`src/rtl/operand_feeder.sv`:
```
// Operand-pair FIFO feeding a multi-cycle multiplier core through an IDLE/ISSUE/WAIT handshake.
// Optional zero-operand bypass: define OPERAND_FEEDER_ZERO_SKIP_EN.
module operand_feeder #(
   parameter int N     = 16,
   parameter int DEPTH = 4
) (
   input  logic                     clk,
   input  logic                     clr,
   input  logic                     in_valid,
   output logic                     in_ready,
   input  logic [N-1:0]             in_a,
   input  logic [N-1:0]             in_b,
   output logic                     core_start,
   output logic [N-1:0]             core_a,
   output logic [N-1:0]             core_b,
   input  logic                     core_done,
   output logic                     busy,
   output logic [$clog2(DEPTH):0]   level,
   output logic                     zero_skip
);

   localparam int AW = $clog2(DEPTH);

   typedef enum logic [1:0] {
      IDLE,
      ISSUE,
      WAIT
   } state_t;

   state_t         state;
   state_t         state_nxt;
   logic [N-1:0]   mem_a [DEPTH];
   logic [N-1:0]   mem_b [DEPTH];
   logic [AW:0]    wr_ptr;
   logic [AW:0]    rd_ptr;
   logic           push;
   logic           pop;
   logic           load;
   logic [N-1:0]   head_a;
   logic [N-1:0]   head_b;

   // Pointers carry one extra bit so full and empty are distinguishable.
   assign level      = wr_ptr - rd_ptr;
   assign in_ready   = ~level[AW];
   assign push       = in_valid & in_ready;
   assign head_a     = mem_a[rd_ptr[AW-1:0]];
   assign head_b     = mem_b[rd_ptr[AW-1:0]];
   assign core_start = (state == ISSUE);
   assign busy       = (state != IDLE);

`ifdef OPERAND_FEEDER_ZERO_SKIP_EN
   logic skip;
   logic zs_q;

   always_ff @(posedge clk or negedge clr) begin
      if (!clr) begin
         zs_q <= 1'b0;
      end else begin
         zs_q <= skip;
      end
   end

   assign zero_skip = zs_q;
`else
   assign zero_skip = 1'b0;
`endif

   always_comb begin
      state_nxt = state;
      pop       = 1'b0;
      load      = 1'b0;
`ifdef OPERAND_FEEDER_ZERO_SKIP_EN
      skip      = 1'b0;
`endif
      unique case (state)
         IDLE: begin
            if (level != '0) begin
               pop = 1'b1;
`ifdef OPERAND_FEEDER_ZERO_SKIP_EN
               if (head_a == '0 || head_b == '0) begin
                  skip = 1'b1;
               end else begin
                  load      = 1'b1;
                  state_nxt = ISSUE;
               end
`else
               load      = 1'b1;
               state_nxt = ISSUE;
`endif
            end
         end
         ISSUE: state_nxt = WAIT;
         WAIT: begin
            if (core_done) begin
               state_nxt = IDLE;
            end
         end
         default: state_nxt = IDLE;
      endcase
   end

   always_ff @(posedge clk or negedge clr) begin
      if (!clr) begin
         state  <= IDLE;
         wr_ptr <= '0;
         rd_ptr <= '0;
         core_a <= '0;
         core_b <= '0;
      end else begin
         state <= state_nxt;
         if (push) begin
            wr_ptr <= wr_ptr + (AW+1)'(1);
         end
         if (pop) begin
            rd_ptr <= rd_ptr + (AW+1)'(1);
         end
         if (load) begin
            core_a <= head_a;
            core_b <= head_b;
         end
      end
   end

   // Storage needs no reset: only entries between the pointers are ever read.
   always_ff @(posedge clk) begin
      if (push) begin
         mem_a[wr_ptr[AW-1:0]] <= in_a;
         mem_b[wr_ptr[AW-1:0]] <= in_b;
      end
   end

endmodule
```
`config.mk`:
```
export PLATFORM = sky130hd
export DESIGN_NAME = operand_feeder
export DESIGN_NICKNAME = d
export VERILOG_FILES = /design/src/rtl/operand_feeder.sv
export SDC_FILE = /design/constraint.sdc
export NUM_CORES = 1
export LEC_CHECK = 0
export ABC_AREA = 1
export CELL_PAD_IN_SITES_DETAIL_PLACEMENT = 0
export CELL_PAD_IN_SITES_GLOBAL_PLACEMENT = 1
export CORE_MARGIN = 1.5
export CORE_UTILIZATION = 36
export CTS_BUF_LIST = sky130_fd_sc_hd__clkbuf_8
export DETAILED_ROUTE_END_ITERATION = 10
export HOLD_SLACK_MARGIN = 0.02
export PLACE_DENSITY_LB_ADDON = 0.08
export SYNTH_ARGS = -nofsm -noshare
export SYNTH_HDL_FRONTEND = slang
export SYNTH_SLANG_ARGS = --single-unit
export TNS_END_PERCENT = 50
```
`constraint.sdc`:
```
create_clock -name clk -period 9.1 [get_ports clk]
set_clock_uncertainty 0.2 [all_clocks]
set_input_delay 1.365 -clock clk [delete_from_list [all_inputs] [get_ports clk]]
set_output_delay 1.365 -clock clk [all_outputs]
set_load 0.03 [all_outputs]
```
==> results of run 1 <==
-- kinds of logic (layout without fill, tap and decap cells) --
logic type,count (synthesis),count (layout),share of synthesized area [%]
simple gates,323,323,18.8
fa+ha+maj,7,7,1.39
compound gates,34,34,3.69
other cells,1,1,0.0548
xor+xnor,2,2,0.256
buf+inv,81,160,5.08
flops,168,168,70.7
-- metrics by stage --
stage | cells | utilization (%) | area [um^2]
global route | 929 | 43.9 | 8220
CTS | 929 | 43.9 | 8220
finish | 929 | 43.9 | 8220
detailed placement | 897 | 41.6 | 7780
floorplan | 616 | - | 6850
global placement | 897 | 41.6 | 7780
-- cell usage in the layout, fill, tap and decap left out, types with 5 or more instances in the layout --
cell type / n
nand2_1: 275
clkdlybuf4s50_1: 72
edfxtp_1: 128
o211ai_1: 32
inv_1: 53
nor2_4: 5
ha_1: 6
buf_4: 5
clkbuf_8: 20
dfrtp_1: 39
nand3_1: 39
-- where the power goes --
| group | switching [W] | internal (W) | total (W) | leakage (nW) |
|---|---|---|---|---|
| clock | 0.000259 | 0.000317 | 0.000576 | 0.236 |
| sequential | 0.000137 | 0.00104 | 0.00117 | 1.66 |
| combinational | 0.000833 | 0.000420 | 0.00125 | 1.55 |
-- cell type report --
class                      instances  area, um^2
fill                            1755       10500
sequential                       168        4850
multi-input combinational        367        1690
timing repair buffer              78         763
tap                              234         293
clock buffer                      20         275
inverter                          50         188
clock inverter                    12         160
-- cells in the mapped netlist --
master      n
nand2_1   275
edfxtp_1  128
inv_1      50
dfrtp_1    40
nand3_1    39
o211ai_1   32
buf_2      14
clkbuf_1   13
ha_1        6
nor2_1      5
buf_6       3
buf_4       1
conb_1      1
fa_1        1
nand2_2     1
nand2_4     1
nand3_4     1
nor2_2      1
o21ai_0     1
o21bai_1    1
xnor2_1     1
xor2_1      1
-- flip-flops by register name, indices dropped and copies added (netlist names) --
register / cells
core_a: 16
core_b: 16
wr_ptr: 3
mem_b: 64
state: 2
mem_a: 64
rd_ptr: 3
-- tightest hold or removal path, cell delays in order, from the launching register on --
cell and delay (ns):
dfrtp_1 0.35, nand2_1 0.05, nand2_1 0.04
-- final timing paths --
| kind | start | slack, ns | end |
|---|---|---|---|
| max in group asynchronous | clr | 7.41 | rd_ptr[0]$_DFFE_PN0P_ |
| max reg2reg | rd_ptr[0]$_DFFE_PN0P_ | 5.22 | mem_a[1][3]$_DFFE_PP_ |
| max | rd_ptr[0]$_DFFE_PN0P_ | 4.41 | in_ready |
| min in group asynchronous | clr | 0.80 | core_b[6]$_DFFE_PN0P_ |
| min reg2reg | core_a[11]$_DFFE_PN0P_ | 0.27 | core_a[11]$_DFFE_PN0P_ |
| min | core_a[11]$_DFFE_PN0P_ | 0.27 | core_a[11]$_DFFE_PN0P_ |
-- per-layer routing --
layer,share of wire [%],up-vias
met5,0,-
met4,1.2,0
met3,2.7,15
met2,47,68
met1,49,2062
li1,-,2159
==> out/qor.txt, run 1 <==
vias in the first global route: 4,314
Final Hold Viols: 0
actual slew at the worst max-slew pin: 1.16 ns
I/O Pins: 75
pre-CTS setup slack: 4.85 ns
setup tns final: 0 ns
total grt overflow: 0
slowest CP cell: dfrtp_4
core area: 18,700 um^2
final WL: 14.8 mm
Post-DRT Antenna Nets: 0
antenna violations before repair: 0
worst-case hold slack: 0.275 ns
critical path arrival: 3.13 ns
CP Capture Type: primary output
Top Usage Layer GRT: met2
Iter 0 DRT Violations: 246
final worst path period share: 51.6%
Synth top area share: 56.1%
family with the most delay on the worst path: flip-flops
# nets final: 725
Synth area leaders: edfxtp_1, nand2_1, dfrtp_1, o211ai_1, nand3_1
max_cap viols: 0
Leakage: 3.44 nW
crit path cell chain: ha_1 > fa_1 > inv_1 > nand3_1 > nand2_1 > clkdlybuf4s50_1
Worst Slack Setup Final: 4.41 ns
RePlAce Congestion: 0.698
Die Wd: 141 um
# diodes: 0
synthesized area per cell: 11.1 um^2
unrepaired setup endpoints after global routing: no
worst setup path category: flip-flop to primary output
Root Driver: clkbuf_8
crit path launch type: flip-flop
worst path required time: 7.54 ns
Post-CTS Setup Repair Bufs: 0
Overall Power: 0.00300 W
CTS tree: yes
Syn Nets: 659
met3 Use GR: 3.26%
CTS Sinks: 168
Synth Instances: 616
max incr delay on CP: 0.86 ns
Detailed Routing Iterations Pass 1: 5
status: finished clean
Residual DRC: 0
Worst-path clk slew: 0.08 ns
Buf/Inv on CP: 2
Worst slew margin: 22.5%
pin count of the biggest net entering global routing: 101
clock latency on the worst-skew pair: 0.45 ns
worst reg-to-reg path cell count: 7
row cnt: 50
vias: 4,304
global-route wire length before repair: 24.0 mm
#FFs+latches synth: 168
Min-Delay Path Depth: 2
GRT Resource Usage Total: 16.2%
routed wire length per instance: 16.0 um
die span in y: 141 um
clock buffer depth: 2
share of the yosys chip area belonging to registers: 70.7%
Port Buffers: 73
CTS Buf Count: 17
die area: 19,900 um^2
setup violators final: 0
Netlist cell types: 22
CTS resizes: 0
grt met2 use: 25.9%
hold crit path type: flip-flop to flip-flop
Starting Density: 36.6%
met1 Track Usage GR: 22.2%
Post-Synthesis Cell Area: 6850 um^2
vias per cell: 4.63
yosys warns: 0
synth-to-layout area growth: 20.0%
instance count on the critical path: 6
layout cell share with drive strength beyond 1: 6.33%
Max FO, Critical Path: 100
half-perimeter wire length after placement: 8.39 mm
Max Transition Viols Final: 0
clock period minus worst slack: 4.69 ns
f_max: 213 MHz
number of hold buffers added after CTS: 0
Max IR drop VDD: 185 uV
H-tree levels: 4
pwr dens: 365 nW/um^2
Synth area leader: edfxtp_1
Note: power is estimated with default switching activity, not from simulation.
==> run 2: changes to the inputs <==
Clock period 9.1 ns to 4.2 ns, I/O delays scaled along.
==> out/qor.txt, run 2 (synthesis gave the netlist of run 1 again) <==
status: finished clean
number of hold buffers added after CTS: 1 (+1)
f_max: 291 MHz
global-route wire length before repair: 24.4 mm (+1.8%)
Port Buffers: 73 (unchanged)
wire length on met3: 568 um (+43%)
Min-Delay Path Depth: 2 (unchanged)
unrepaired setup endpoints after global routing: no
max_cap viols: 0 (unchanged)
sw power: 0.00267 W (+120%)
Max Transition Viols Final: 0 (unchanged)
commonest non-fill, non-tap cell in the layout: nand2_1
clock buffer depth: 2 (unchanged)
die span in y: 141 um (unchanged)
Worst-path clk slew: 0.08 ns (about the same)
half-perimeter wire length after placement: 8.60 mm (+2.4%)
CTS tree: yes
critical path arrival: 2.61 ns (-0.52 ns)
clock period minus worst slack: 3.44 ns
clock latency on the worst-skew pair: 0.45 ns (about the same)
actual slew at the worst max-slew pin: 1.26 ns (+0.0997 ns)
total grt overflow: 0 (unchanged)
CP Capture Type: primary output
Worst slew margin: 16.0% (-6.6 points)
CTS Buf Count: 17 (unchanged)
Post-CTS Setup Repair Bufs: 0 (unchanged)
sw frac: 41.2% (+0.33 points)
Layout Cells excl Fill: 934 (+0.54%)
Reg-to-Reg Start: rd_ptr[0]$_DFFE_PN0P_
Detailed Routing Iterations Pass 1: 4 (-1)
H-tree levels: 4 (unchanged)
Final Hold Viols: 0 (unchanged)
final WL: 15.2 mm (+2.8%)
CTS Sinks: 168 (unchanged)
Combinational Power Share: 44.4% (+2.7 points)
row cnt: 50 (unchanged)
clock network power share: 18.3% (-0.9 points)
crit path launch type: flip-flop
GRT Resource Usage Total: 16.5% (+0.31 points)
met2 WL: 7.42 mm (+6.3%)
synth-to-layout area growth: 20.2%
Iter 0 DRT Violations: 247 (+0.41%)
vias in the first global route: 4,368 (+1.3%)
pin count of the biggest net entering global routing: 100 (-0.99%)
vias: 4,361 (+1.3%)
antenna violations before repair: 0 (unchanged)
uppermost layer routed: met4
hold crit path type: flip-flop to flip-flop
I/O Pins: 75 (unchanged)
RePlAce Congestion: 0.718 (+2.8%)
DP Cell Count: 901 (+0.45%)
Max IR drop VDD: 333 uV (+80%)
pwr dens: 785 nW/um^2 (+110%)
worst path required time: 3.37 ns (-4.17 ns)
worst setup path category: flip-flop to primary output
slack of the worst reg-to-reg path: 1.15 ns (-4.07 ns)
Post-DRT Antenna Nets: 0 (unchanged)
Hold Path Origin: core_a[8]$_DFFE_PN0P_
die area: 19,900 um^2 (unchanged)
P_int: 0.00380 W (+110%)
register share of total power: 37.3% (-1.8 points)
# diodes: 0 (unchanged)
worst-case hold slack: 0.276 ns (+0.000953 ns)
setup violators final: 0 (unchanged)
# nets final: 730 (+0.69%)
most frequent cells in the layout: nand2_1, edfxtp_1, clkdlybuf4s50_1
Max FO, Critical Path: 5 (-95%)
worst setup path startpoint: wr_ptr[0]$_DFFE_PN0N_
WL met1: 7.09 mm (-2.7%)
CTS resizes: 0 (unchanged)
Root Driver: clkbuf_8
Die Wd: 141 um (unchanged)
routed wire length per instance: 16.3 um (+2.2%)
Residual DRC: 0 (unchanged)
Leakage: 3.45 nW (+0.23%)
Starting Density: 36.6% (unchanged)
worst reg-to-reg path cell count: 8 (+1)
final worst path period share: 81.8%
layout cell share with drive strength beyond 1: 6.86% (+0.53 points)
vias per cell: 4.67 (+0.78%)
setup tns final: 0 ns (unchanged)
core area: 18,700 um^2 (unchanged)
## run 2: critical path: stages (launching register included)
cell and delay (ns):
dfrtp_1 0.40, inv_1 0.10, ha_1 0.22, fa_1 0.41, inv_1 0.11, nand3_1 0.09, nand2_1 0.15, clkdlybuf4s50_1 0.69
## run 2: stage by stage
step	instance area [um^2]	setup WS (ns)	util [%]	total power, W
3_5_place_dp	7810	1.09	41.8	0.00539
3_3_place_gp	7810	1.17	41.8	0.00536
2_1_floorplan	6850	0.453	-	0.00438
6_report	8240	0.763	44.0	0.00647
5_1_grt	8240	0.609	44.0	0.00696
4_1_cts	8240	0.714	44.0	0.00658
## run 2: power groups by stage
stage / Sequential, W / Combinational [W] / Clock, W
6_report: 0.00241 / 0.00287 / 0.00118
5_1_grt: 0.00245 / 0.00323 / 0.00128
4_1_cts: 0.00242 / 0.00295 / 0.00122
3_5_place_dp: 0.00245 / 0.00294 / 0
3_3_place_gp: 0.00244 / 0.00292 / 0
2_1_floorplan: 0.00271 / 0.00166 / 0
## run 2: worst paths after layout
kind | to
max | in_ready
min | core_a[8]$_DFFE_PN0P_
max reg2reg | core_b[12]$_DFFE_PN0P_
min reg2reg | core_a[8]$_DFFE_PN0P_
max in group asynchronous | rd_ptr[0]$_DFFE_PN0P_
min in group asynchronous | core_b[3]$_DFFE_PN0P_
## run 2: layer usage
metal	vias up	global-route usage (%)
met5	-	0
met3	12	3.50
met2	93	27.8
met4	0	5.26
met1	2094	21.3
li1	2162	-
## run 2: layout make-up
class,instances,area (um^2)
flip-flops and latches,168,4850
clock inverters,12,136
repair buffers,83,803
well taps,234,293
inverters,50,188
multi-input cells,367,1690
fillers,1756,10500
clock buffers,20,275
==> run 3: changes to the inputs <==
Clock period 4.2 ns to 3.3 ns, I/O delays scaled along.
==> out/qor.txt, run 3 (synthesis gave the netlist of run 1 again) <==
status: finished clean
Worst Slack Setup Final: 0.391 ns (-0.372 ns)
Combinational Power Share: 45.4% (+1.0 points)
# diodes: 0 (unchanged)
Post-CTS Setup Repair Bufs: 0 (unchanged)
clock network power share: 17.0% (-1.3 points)
core area: 18,700 um^2 (unchanged)
vias: 4,474 (+2.6%)
Post-DRT Antenna Nets: 0 (unchanged)
clock buffer depth: 2 (unchanged)
register share of total power: 37.5% (+0.2 points)
CTS Sinks: 168 (unchanged)
worst setup path category: flip-flop to flip-flop
crit path cell chain: inv_1 > ha_1 > fa_1 > inv_1 > nand3_1 > nand2_1 > nand2_1 > nor2_4 > buf_4
Leakage: 3.46 nW (+0.31%)
max incr delay on CP: 0.41 ns (-0.28 ns)
GRT Resource Usage Total: 16.1% (-0.38 points)
Iter 0 DRT Violations: 285 (+15%)
setup violators final: 0 (unchanged)
global-route wire length before repair: 24.1 mm (-1.4%)
Starting Density: 36.6% (unchanged)
clock period minus worst slack: 2.91 ns
sw frac: 42.5% (+1.2 points)
unrepaired setup endpoints after global routing: no
actual slew at the worst max-slew pin: 1.01 ns (-0.251 ns)
commonest non-fill, non-tap cell in the layout: nand2_1
pre-CTS setup slack: 0.380 ns (-0.713 ns)
sw power: 0.00345 W (+30%)
final worst path period share: 88.1%
CP Capture Type: flip-flop
critical path arrival: 2.82 ns (+0.21 ns)
Port Buffers: 73 (unchanged)
Worst-path clk slew: 0.09 ns (about the same)
routed wire length per instance: 16.1 um (-1.3%)
final WL: 15.2 mm (-0.58%)
antenna violations before repair: 0 (unchanged)
I/O Pins: 75 (unchanged)
CTS resizes: 0 (unchanged)
Residual DRC: 0 (unchanged)
CTS tree: yes
Max IR drop VDD: 424 uV (+27%)
layout cell share with drive strength beyond 1: 8.35% (+1.5 points)
most frequent cells in the layout: nand2_1, edfxtp_1, clkdlybuf4s50_1
# nets final: 737 (+0.96%)
number of hold buffers added after CTS: 1 (unchanged)
P_int: 0.00468 W (+23%)
Die Wd: 141 um (unchanged)
clock latency on the worst-skew pair: 0.46 ns (about the same)
Worst slew margin: 32.8% (+17 points)
die area: 19,900 um^2 (unchanged)
Root Driver: clkbuf_8
hold crit path type: flip-flop to flip-flop
Max FO, Critical Path: 22 (+17)
half-perimeter wire length after placement: 9.59 mm (+12%)
vias per cell: 4.75 (+1.8%)
Final Hold Viols: 0 (unchanged)
total grt overflow: 0 (unchanged)
Max Transition Viols Final: 0 (unchanged)
CTS Buf Count: 17 (unchanged)
DP Area: 7860 um^2 (+0.58%)
synth-to-layout area growth: 20.3% (about the same)
Detailed Routing Iterations Pass 1: 4 (unchanged)
vias in the first global route: 4,366 (-0.046%)
max_cap viols: 0 (unchanged)
H-tree levels: 4 (unchanged)
RePlAce Congestion: 0.769 (+7.1%)
slowest CP cell: fa_1
die span in y: 141 um (unchanged)
worst path required time: 3.21 ns (-0.16 ns)
f_max: 344 MHz
crit path launch type: flip-flop
fin area: 8240 um^2 (about the same)
pin count of the biggest net entering global routing: 100 (unchanged)
pwr dens: 988 nW/um^2 (+26%)
row cnt: 50 (unchanged)
## run 3: changes by cell type in the layout (fill, tap and decap cells not counted), sizes merged
cell           before  now
buf                10   20
clkinv              4    5
clkdlybuf4s50      72   69
inv                53   56
clkbuf             20   18
bufinv              3    1
## run 3: cell type report
class,instances,area [um^2]
clock buffer,18,248
clock inverter,14,123
fill,1782,10500
inverter,50,188
sequential,168,4850
timing repair buffer,90,848
multi-input combinational,367,1690
tap,234,293
## run 3: power by group through the flow
| stage | sequential (W) | clock (W) | combinational (W) |
|---|---|---|---|
| after global placement | 0.00309 | 0 | 0.00375 |
| after floorplan | 0.00345 | 0 | 0.00212 |
| final | 0.00305 | 0.00139 | 0.00370 |
| after global routing | 0.00311 | 0.00152 | 0.00412 |
| after CTS | 0.00306 | 0.00144 | 0.00379 |
| after detailed placement | 0.00310 | 0 | 0.00378 |
## run 3: metal layers
layer	wire length, um	global-route usage [%]
met1	7350	22.5
met2	7030	25.0
met3	576	3.84
met4	200	5.10
met5	0	0
## run 3: metrics by stage
stage,cells,hold slack (ns),util (%),total power [W],setup TNS [ns]
2_1_floorplan,616,-0.000591,-,0.00557,-57.22
3_3_place_gp,908,0.253,42.0,0.00684,0
3_5_place_dp,908,0.260,42.0,0.00688,0
4_1_cts,941,0.280,44.0,0.00829,0
5_1_grt,941,0.294,44.0,0.00874,0
6_report,941,0.275,44.0,0.00814,0
## run 3: worst max-delay path: cells and delay by family, from the launching register on
family        cells  cell delay [ns]
flops             1             0.40
buf+inv           3             0.58
simple gates      4             0.74
fa+ha+maj         2             0.64
## run 3: path summary, 6_finish.rpt
check | endpoint | start | slack, ns | depth (start not counted)
setup / recovery | mem_b[0][4]$_DFFE_PP_ | wr_ptr[0]$_DFFE_PN0N_ | 0.39 | 9
hold / removal | core_b[1]$_DFFE_PN0P_ | core_b[1]$_DFFE_PN0P_ | 0.28 | 2
setup reg to reg | mem_b[0][4]$_DFFE_PP_ | wr_ptr[0]$_DFFE_PN0N_ | 0.39 | 9
hold reg to reg | core_b[1]$_DFFE_PN0P_ | core_b[1]$_DFFE_PN0P_ | 0.28 | 2
max in group asynchronous | core_b[3]$_DFFE_PN0P_ | clr | 1.72 | 3
min in group asynchronous | core_a[5]$_DFFE_PN0P_ | clr | 0.45 | 2
